File: config.mk
export PLATFORM = sky130hd
export DESIGN_NAME = acc_feeder
export DESIGN_NICKNAME = d
export VERILOG_FILES = /design/src/rtl/acc_pkg.sv /design/src/rtl/acc_fifo.sv /design/src/rtl/acc_feeder.sv
export SDC_FILE = /design/constraint.sdc
export NUM_CORES = 1
export LEC_CHECK = 0
export ABC_AREA = 1
export BUFFER_PORTS_ARGS = -buffer_cell sky130_fd_sc_hd__clkbuf_2
export CORE_MARGIN = 2
export CORE_UTILIZATION = 53
export DETAILED_ROUTE_END_ITERATION = 8
export GPL_TIMING_DRIVEN = 1
export PLACE_DENSITY = 0.76
export SETUP_SLACK_MARGIN = 0.05
export SLEW_MARGIN = 20
export SYNTH_ARGS = -nofsm -noshare
export SYNTH_HDL_FRONTEND = slang
export SYNTH_SLANG_ARGS = --single-unit
File: constraint.sdc
create_clock -name clk -period 2.58 [get_ports clk]
set_input_delay 0.258 -clock clk [delete_from_list [all_inputs] [get_ports clk]]
set_output_delay 0.258 -clock clk [all_outputs]
set_load 0.01 [all_outputs]
File: src/rtl/acc_pkg.sv
// Shared types and default widths for the accumulator feeder.
// Latency: n/a (types and constants only).
// Backpressure: n/a.
package acc_pkg;

  // Default widths used by acc_feeder when the instantiator does not override them
  localparam int unsigned ACC_IN_DATA_WIDTH = 8;
  localparam int unsigned ACC_CNT_WIDTH     = 16;
  localparam int unsigned ACC_FIFO_DEPTH    = 4;

  // Job sequencing states
  typedef enum logic [1:0] {
    ST_IDLE = 2'd0,
    ST_FEED = 2'd1,
    ST_WAIT = 2'd2,
    ST_DONE = 2'd3
  } acc_state_t;

endpackage

File: src/rtl/acc_fifo.sv
// Small synchronous FIFO holding operands ahead of the accumulator.
// Latency: a pushed entry is visible at the head one cycle after the push edge.
// Backpressure: pushes while full and pops while empty are ignored.
module acc_fifo #(
  parameter int unsigned WIDTH = 8,
  parameter int unsigned DEPTH = 4
) (
  input  logic                         clk,
  input  logic                         reset_n,
  input  logic                         i_push,
  input  logic [WIDTH-1:0]             i_dat,
  input  logic                         i_pop,
  output logic [WIDTH-1:0]             o_dat,
  output logic                         o_full,
  output logic                         o_empty,
  output logic [$clog2(DEPTH+1)-1:0]   o_count
);

  localparam int unsigned AW = (DEPTH > 1) ? $clog2(DEPTH) : 1;
  localparam int unsigned CW = $clog2(DEPTH + 1);

  logic [WIDTH-1:0] r_mem [DEPTH];
  logic [AW-1:0]    r_wr_ptr;
  logic [AW-1:0]    r_rd_ptr;
  logic [CW-1:0]    r_count;
  logic             w_push;
  logic             w_pop;
  logic [AW-1:0]    w_wr_ptr_inc;
  logic [AW-1:0]    w_rd_ptr_inc;

  assign o_full  = (r_count == CW'(DEPTH));
  assign o_empty = (r_count == '0);
  assign o_count = r_count;
  assign o_dat   = r_mem[r_rd_ptr];

  assign w_push = i_push && !o_full;
  assign w_pop  = i_pop && !o_empty;

  // Explicit wrap so a non-power-of-two depth would still index correctly
  assign w_wr_ptr_inc = (r_wr_ptr == AW'(DEPTH - 1)) ? '0 : r_wr_ptr + AW'(1);
  assign w_rd_ptr_inc = (r_rd_ptr == AW'(DEPTH - 1)) ? '0 : r_rd_ptr + AW'(1);

  // Storage array carries no reset; only the pointers define validity
  always_ff @(posedge clk) begin
    if (w_push) begin
      r_mem[r_wr_ptr] <= i_dat;
    end
  end

  // Pointer and occupancy bookkeeping
  always_ff @(posedge clk or negedge reset_n) begin
    if (!reset_n) begin
      r_wr_ptr <= '0;
      r_rd_ptr <= '0;
      r_count  <= '0;
    end else begin
      if (w_push) begin
        r_wr_ptr <= w_wr_ptr_inc;
      end
      if (w_pop) begin
        r_rd_ptr <= w_rd_ptr_inc;
      end
      r_count <= r_count + CW'(w_push) - CW'(w_pop);
    end
  end

endmodule

File: src/rtl/acc_feeder.sv
// Buffers upstream operands and issues a job of len_i operands to an accumulator.
// Latency: one cycle from FIFO pop to valid_o/number_o; done_o one cycle after the DONE state.
// Backpressure: s_ready_o is the registered FIFO not-full; empty FIFO stalls issue with no timeout.
module acc_feeder
  import acc_pkg::*;
#(
  parameter int unsigned IN_DATA_WIDTH = ACC_IN_DATA_WIDTH,
  parameter int unsigned CNT_WIDTH     = ACC_CNT_WIDTH,
  parameter int unsigned FIFO_DEPTH    = ACC_FIFO_DEPTH
) (
  input  logic                     clk,
  input  logic                     reset_n,
  input  logic                     start_i,
  input  logic [CNT_WIDTH-1:0]     len_i,
  input  logic                     s_valid_i,
  input  logic [IN_DATA_WIDTH-1:0] s_data_i,
  output logic                     s_ready_o,
  output logic                     run_o,
  output logic                     valid_o,
  output logic [IN_DATA_WIDTH-1:0] number_o,
  input  logic                     acc_valid_i,
  output logic                     busy_o,
  output logic                     done_o
);

  localparam int unsigned FCW = $clog2(FIFO_DEPTH + 1);

  acc_state_t               r_state;
  acc_state_t               w_state_nxt;
  logic [CNT_WIDTH-1:0]     r_len;
  logic [CNT_WIDTH-1:0]     r_cnt;
  logic [CNT_WIDTH-1:0]     w_cnt_inc;
  logic                     r_s_ready;
  logic                     r_run;
  logic                     r_vld;
  logic                     r_done;
  logic [IN_DATA_WIDTH-1:0] r_number;
  logic                     w_push;
  logic                     w_pop;
  logic                     w_fifo_full;
  logic                     w_fifo_empty;
  logic [IN_DATA_WIDTH-1:0] w_fifo_dat;
  logic [FCW-1:0]           w_fifo_count;
  logic [FCW-1:0]           w_fifo_count_nxt;
  logic                     w_job_start;
  logic                     w_last_pop;

  // Operand buffer; accepts in every state so upstream can prefill before a job
  acc_fifo #(
    .WIDTH (IN_DATA_WIDTH),
    .DEPTH (FIFO_DEPTH)
  ) u_fifo (
    .clk     (clk),
    .reset_n (reset_n),
    .i_push  (w_push),
    .i_dat   (s_data_i),
    .i_pop   (w_pop),
    .o_dat   (w_fifo_dat),
    .o_full  (w_fifo_full),
    .o_empty (w_fifo_empty),
    .o_count (w_fifo_count)
  );

  // Ready is registered, so it already reflects this cycle's occupancy; the full
  // term only matters if the two ever disagreed
  assign w_push = s_valid_i && r_s_ready && !w_fifo_full;

  // Pops read the registered head only, so a same-cycle push is never bypassed
  assign w_pop = (r_state == ST_FEED) && !w_fifo_empty;

  assign w_fifo_count_nxt = w_fifo_count + FCW'(w_push) - FCW'(w_pop);

  // Counter wraps modulo 2^CNT_WIDTH; comparing the incremented value against
  // len lets the maximum length finish without the counter ever wrapping
  assign w_cnt_inc   = r_cnt + CNT_WIDTH'(1);
  assign w_last_pop  = w_pop && (w_cnt_inc == r_len);
  assign w_job_start = (r_state == ST_IDLE) && start_i;

  // Next-state selection; start_i only matters in IDLE, acc_valid_i only in WAIT
  always_comb begin
    w_state_nxt = r_state;
    case (r_state)
      ST_IDLE: begin
        if (start_i) begin
          w_state_nxt = (len_i == '0) ? ST_DONE : ST_FEED;
        end
      end
      ST_FEED: begin
        if (w_last_pop) begin
          w_state_nxt = ST_WAIT;
        end
      end
      ST_WAIT: begin
        if (acc_valid_i) begin
          w_state_nxt = ST_DONE;
        end
      end
      ST_DONE: begin
        w_state_nxt = ST_IDLE;
      end
      default: begin
        w_state_nxt = ST_IDLE;
      end
    endcase
  end

  // State register
  always_ff @(posedge clk or negedge reset_n) begin
    if (!reset_n) begin
      r_state <= ST_IDLE;
    end else begin
      r_state <= w_state_nxt;
    end
  end

  // Job length latch and issue counter
  always_ff @(posedge clk or negedge reset_n) begin
    if (!reset_n) begin
      r_len <= '0;
      r_cnt <= '0;
    end else if (w_job_start) begin
      r_len <= len_i;
      r_cnt <= '0;
    end else if (w_pop) begin
      r_cnt <= w_cnt_inc;
    end
  end

  // Registered operand stream; number_o keeps the last issued operand between beats
  always_ff @(posedge clk or negedge reset_n) begin
    if (!reset_n) begin
      r_vld    <= 1'b0;
      r_number <= '0;
    end else begin
      r_vld <= w_pop;
      if (w_pop) begin
        r_number <= w_fifo_dat;
      end
    end
  end

  // Run spans FEED and WAIT; done pulses the cycle after the DONE state
  always_ff @(posedge clk or negedge reset_n) begin
    if (!reset_n) begin
      r_run  <= 1'b0;
      r_done <= 1'b0;
    end else begin
      r_run  <= (w_state_nxt == ST_FEED) || (w_state_nxt == ST_WAIT);
      r_done <= (r_state == ST_DONE);
    end
  end

  // Ready held low through reset, then tracks next-cycle FIFO occupancy
  always_ff @(posedge clk or negedge reset_n) begin
    if (!reset_n) begin
      r_s_ready <= 1'b0;
    end else begin
      r_s_ready <= (w_fifo_count_nxt != FCW'(FIFO_DEPTH));
    end
  end

  assign s_ready_o = r_s_ready;
  assign run_o     = r_run;
  assign valid_o   = r_vld;
  assign number_o  = r_number;
  assign done_o    = r_done;
  assign busy_o    = (r_state != ST_IDLE);

endmodule

# After elaboration in Yosys (flattened, before gate mapping)
# Memory sizes are Yosys's and may differ from the RTL's. A register that Yosys moved wholly into a read port is not among the register bits.
# Cells that the tools add are included.
# totals
ff_bits	45
n_memories	1
elab_cells	55
ram_bits	32
inputBits	29
# mem_list
name	depth	width	rd	rd_clocked_by_memory_dff	wr	line_no	text
u_fifo.r_mem	4	8	1	1	1	acc_fifo.sv:22	logic [WIDTH-1:0] r_mem [DEPTH];
# op_classes
reduce_logical	16
n_eq_ne	10
addsub	7
muxes	11
# op_table
operator	n
16-bit two-way mux	2
16-bit by 1-bit adder with 16-bit output, second input constant	1
16-bit equality test	1
16-bit zero test	1
2-bit two-way mux	6
2-bit equality test, second input constant	5
2-bit case mux with 4 select lines	1
1-bit logical AND	7
3-bit by 1-bit adder with 3-bit output	2
3-bit by 1-bit subtractor with 3-bit output	2
2-bit by 1-bit adder with 2-bit output, second input constant	2
2-bit by 1-bit equality test with 1-bit output, second input constant	2
2-bit nonzero test	2
3-bit equality test, second input constant	1
1-bit zero test	3
3-bit zero test	1
3-bit != test, second input constant	1
2-bit zero test	1
1-bit two-way mux	2
1-bit logical OR	1

# Longest topological paths before layout
# logic_depth
word_depth	8
depth_mapped	15
depth_no_buf	15

# Modules after synthesis
# A second synthesis with hierarchy kept.
# unflattened
hier_cells	501
area_unflattened_um2	4346.7
# modules_own_cells
mod	cells_each	seq_area_each_um2	instances	area_per_inst_um2
acc_feeder	348	1151.1	1	2586.2
acc_fifo	153	1136.1	1	1760.4

# Worst setup path before layout
# No wires, ideal clock.
# synth_timing
path_kind	reg-to-reg
startpoint	register u_fifo.r_count[1] (netlist: u_fifo.o_count[1])
endpoint	register r_s_ready (netlist: s_ready_o)
setup_slack_ps	149
n_path_buf	1
path_stages_with_launch	12
arrival_time_ps	2363
setup_ps	68
cell_sequence	dfrtp_1 inv_1 nand3b_1 nand2_1 clkinv_1 clkbuf_1 ha_1 inv_1 ha_1 fa_1 or2_2 nand3_1
# synth_lines
item	line_no	text
from (decl)	acc_fifo.sv:25	logic [CW-1:0] r_count;
from (signal assigned)	acc_fifo.sv:63	r_count <= r_count + CW'(w_push) - CW'(w_pop);
3-bit zero test	acc_fifo.sv:32	assign o_empty = (r_count == '0);
1-bit zero test	acc_feeder.sv:69	assign w_pop = (r_state == ST_FEED) && !w_fifo_empty;
1-bit logical AND	acc_feeder.sv:69	
named net u_fifo.i_pop	acc_fifo.sv:12	input logic i_pop,
3-bit by 1-bit subtractor with 3-bit output	acc_feeder.sv:71	assign w_fifo_count_nxt = w_fifo_count + FCW'(w_push) - FCW'(w_pop);
3-bit != test	acc_feeder.sv:158	r_s_ready <= (w_fifo_count_nxt != FCW'(FIFO_DEPTH));
to (signal assigned)	acc_feeder.sv:158	
to (decl)	acc_feeder.sv:33	logic r_s_ready;
# The timed path passes the listed nets, and every way through them passes these cells.
# A chain may end at the register's enable or synchronous reset.

# Worst setup path after layout
# layout_timing
startpoint	register u_fifo.r_count[1] (netlist: u_fifo.o_count[1])
endpoint	register r_s_ready (netlist: s_ready_o)
# layout_between
elab_chain_cells	6
# layout_lines
item	line_no	text
3-bit equality test	acc_fifo.sv:31	assign o_full = (r_count == CW'(DEPTH));
1-bit zero test	acc_feeder.sv:66	assign w_push = s_valid_i && r_s_ready && !w_fifo_full;
1-bit logical AND	acc_feeder.sv:66	
3-bit by 1-bit adder with 3-bit output	acc_feeder.sv:71	
3-bit by 1-bit subtractor with 3-bit output *	acc_feeder.sv:71	
3-bit != test *	acc_feeder.sv:158	
# Mark *: on every way between the ends. The rest lies on a longest branch, timed or not.

==> flow_metrics.env <==
export IMPL_cp_data_arrival_time_ps=2470
export IMPL_hold_buffers=1
export IMPL_syn_num_nets=490
export IMPL_path_clk_slew_ps=100
export IMPL_num_vias=3207
export IMPL_worst_pin_slew_ps=620
export IMPL_dominantRegCellSynth="sky130_fd_sc_hd__dfrtp_1"
export IMPL_post_synth_num_cell_types=28
export IMPL_clock_insertion_delay_worst_skew_ps=370
export IMPL_globalRoute_totalOverflow=0
export IMPL_ctsRootBufferMaster="sky130_fd_sc_hd__clkbuf_8"
export IMPL_dieWidth_microns=91.9
export IMPL_post_cts_setup_buffers=0
export IMPL_worstReg2RegStart="u_fifo.o_count[1]"
export IMPL_critPathMaxFanout=5
export IMPL_rsz_0062_raised_after_global_routing="no"
export IMPL_start_kind="register"
export IMPL_finish_cell_count_without_fillers=610
export IMPL_avgSynthCellArea_sq_um=9.12
export IMPL_worstHoldPathType="in -> reg"
export IMPL_globalplace_congestion=0.913
export IMPL_largest_net_degree_at_the_start_of_global_routing=28
export IMPL_clock_tree_from_tritoncts="yes"
export IMPL_clock_fmax_ghz=0.462
export IMPL_drt_first_pass_iters=4
export IMPL_buffer_ports_inserted=41
export IMPL_preCtsSetupSlack_ps=398
export IMPL_syn2layout_area_growth_pct=14.5
export IMPL_numCtsBuffers=9
export IMPL_yosysWarningCount=0
export IMPL_mapped_cell_area_sq_um=4090
export IMPL_cap_viol_max_count=0
export IMPL_ys_seq_elements=85
export IMPL_detail_route_drc_violations=0
export IMPL_setup_worst_path_end_class="register"
export IMPL_cts_repair_resize_count=0
export IMPL_ys_top_cells_by_count="97 x sky130_fd_sc_hd__nand2_1, 68 x sky130_fd_sc_hd__nor2_1, 53 x sky130_fd_sc_hd__dfrtp_1"
export IMPL_hold_path_startpoint="s_data_i[2]"
export IMPL_drive_gt1_share_pct=17.5
export IMPL_slew_limit_headroom_pct=58.6
export IMPL_max_vdd_ir_drop_mv=0.530
export IMPL_first_global_vias=3375
export IMPL_final_max_slew_violation_count=0
export IMPL_groute_usage_overall_pct=23.2
export IMPL_routedWlPerCell_microns=14.5
export IMPL_yosys_top_cells_area="sky130_fd_sc_hd__dfrtp_1 32%, sky130_fd_sc_hd__edfxtp_1 23%, sky130_fd_sc_hd__nand2_1 8.9%"
export IMPL_totalWireLength_microns=8840
export IMPL_time_the_final_worst_path_needs_with_i_o_delays_and_setup_ps=2160
export IMPL_core_area_sq_um=7610
export IMPL_effective_utilization_at_floorplan_pct=53.8
export IMPL_final_period_utilization_pct=83.8
export IMPL_placement_rows=32
export IMPL_setup_violations_final=0
export IMPL_io_pins=42
export IMPL_placed_cells_incl_taps=593
export IMPL_setup_tns_final_ps=0
export IMPL_power_density_nw_per_um2=1070
export IMPL_synthMostInstantiatedCell="sky130_fd_sc_hd__nand2_1"
export IMPL_utilization_pct=61.6
export IMPL_async_flop_share_pct=62.4
export IMPL_maximum_level_of_the_cts_h_tree=3
export IMPL_floorplan_die_area_sq_um=8440
export IMPL_detailedPlacementHpwl_microns=6270
export IMPL_synth_enable_flop_cells=32
export IMPL_run_status="completed"
export IMPL_post_syn_instances=449
export IMPL_timing_critical_path_from="u_fifo.o_count[1]"
export IMPL_post_synth_top_area_cell="sky130_fd_sc_hd__dfrtp_1"
export IMPL_diode_insertion_count_for_antenna_repair=0
export IMPL_nets=544
export IMPL_clock_skew_final_ps=17.3
export IMPL_required_ps=2890
export IMPL_cts_root_to_sink_buffers=2
export IMPL_rrSetupSlack_ps=420
export IMPL_total_leakage_power_uw=0.00210
export IMPL_final_critical_path_setup_slack_ps=417
export IMPL_post_route_antenna_net_violation_count=0
export IMPL_die_height_microns=91.9
export IMPL_grt_pass1_wl_microns=15100
export IMPL_critical_path_class="reg -> reg"
export IMPL_initial_antenna_violation_count=0
export IMPL_detailedRoute_firstIterationViolations=204
export IMPL_cts_sink_count=85
export IMPL_vias_per_cell=5.26
export IMPL_synthDominantCellAreaShare_pct=32.4
export IMPL_hold_viol_final=0
export IMPL_synth_sequential_area_ratio_pct=55.9
==> layout by cell type, fill, tap and decap left out, types with 3 or more instances in the layout <==
cell type	Yosys	final
sky130_fd_sc_hd__nand2_1	97	97
sky130_fd_sc_hd__o22ai_1	10	10
sky130_fd_sc_hd__a31oi_1	9	9
sky130_fd_sc_hd__dfrtp_1	53	53
sky130_fd_sc_hd__o21ai_0	29	29
sky130_fd_sc_hd__mux2_2	7	7
sky130_fd_sc_hd__nand2_2	3	3
sky130_fd_sc_hd__nand4_1	12	12
sky130_fd_sc_hd__ha_1	10	10
sky130_fd_sc_hd__nand3b_1	9	9
sky130_fd_sc_hd__nor2_2	5	5
sky130_fd_sc_hd__clkbuf_2	0	41
sky130_fd_sc_hd__clkbuf_8	0	9
sky130_fd_sc_hd__edfxtp_1	32	32
sky130_fd_sc_hd__nand3_1	22	22
sky130_fd_sc_hd__buf_4	0	11
sky130_fd_sc_hd__nor2_1	68	68
sky130_fd_sc_hd__nor4_1	3	3
sky130_fd_sc_hd__inv_1	48	48
sky130_fd_sc_hd__a21oi_1	6	6
==> critical path, cell delays in order, from the launching register on <==
cell	delay [ps]
sky130_fd_sc_hd__dfrtp_1	410
sky130_fd_sc_hd__inv_1	110
sky130_fd_sc_hd__a31oi_1	230
sky130_fd_sc_hd__inv_1	130
sky130_fd_sc_hd__ha_1	290
sky130_fd_sc_hd__inv_1	40
sky130_fd_sc_hd__ha_1	180
sky130_fd_sc_hd__fa_1	370
sky130_fd_sc_hd__or2_2	300
sky130_fd_sc_hd__nand3_1	70
==> flip-flops by register name, summed over array words and instances (netlist names) <==
name and count:
done_o 1, number_o 8, r_cnt 16, r_len 16, r_state 2, run_o 1, s_ready_o 1, u_fifo.o_count 3
u_fifo.r_mem 32, u_fifo.r_rd_ptr 2, u_fifo.r_wr_ptr 2, valid_o 1
==> layout make-up <==
| class | count | area (sq um) |
|---|---|---|
| flip-flops and latches | 85 | 2290 |
| clock inverters | 7 | 80.1 |
| clock buffers | 9 | 124 |
| multi-input cells | 304 | 1580 |
| fillers | 642 | 2920 |
| well taps | 102 | 128 |
| repair buffers | 53 | 298 |
| inverters | 50 | 188 |
==> path summary, 6_finish.rpt <==
| kind | end | cells after the start |
|---|---|---|
| min | u_fifo.r_mem[3][2] | 1 |
| min reg2reg | r_len[10] | 2 |
| max | s_ready_o | 9 |
| min in group asynchronous | r_len[6] | 2 |
| max in group asynchronous | number_o[2] | 3 |
| max reg2reg | s_ready_o | 9 |
==> metal layers <==
layer,vias to the layer above,routed length (microns),track usage (%)
li1,1602,-,-
met1,1526,3520,25.8
met2,61,4890,43.4
met3,18,245,4.03
met4,0,184,9.95
met5,-,0,0
==> logic make-up after synthesis <==
kind of cell | after synthesis | share of synthesized area [%]
xor+xnor | 3 | 0.642
mux | 7 | 1.93
buf+inv | 60 | 5.50
compound gates | 58 | 7.83
flops | 85 | 55.9
fa+ha+maj | 12 | 4.04
simple gates | 224 | 24.2
==> power by group <==
| part | total, uW | switching [uW] | internal [uW] |
|---|---|---|---|
| Clock | 930 | 548 | 382 |
| Sequential | 2180 | 333 | 1840 |
| Combinational | 1920 | 1180 | 738 |
==> stage by stage <==
stage / area (sq um) / power (uW) / hold WS, ps
2_1_floorplan: 4090 / 3500 / -37.6
3_3_place_gp: 4470 / 4000 / 234
3_5_place_dp: 4470 / 4120 / 240
4_1_cts: 4680 / 5050 / 94.1
5_1_grt: 4680 / 5430 / 100
6_report: 4680 / 5030 / 99.9
Power figures use the tool's default switching activity.
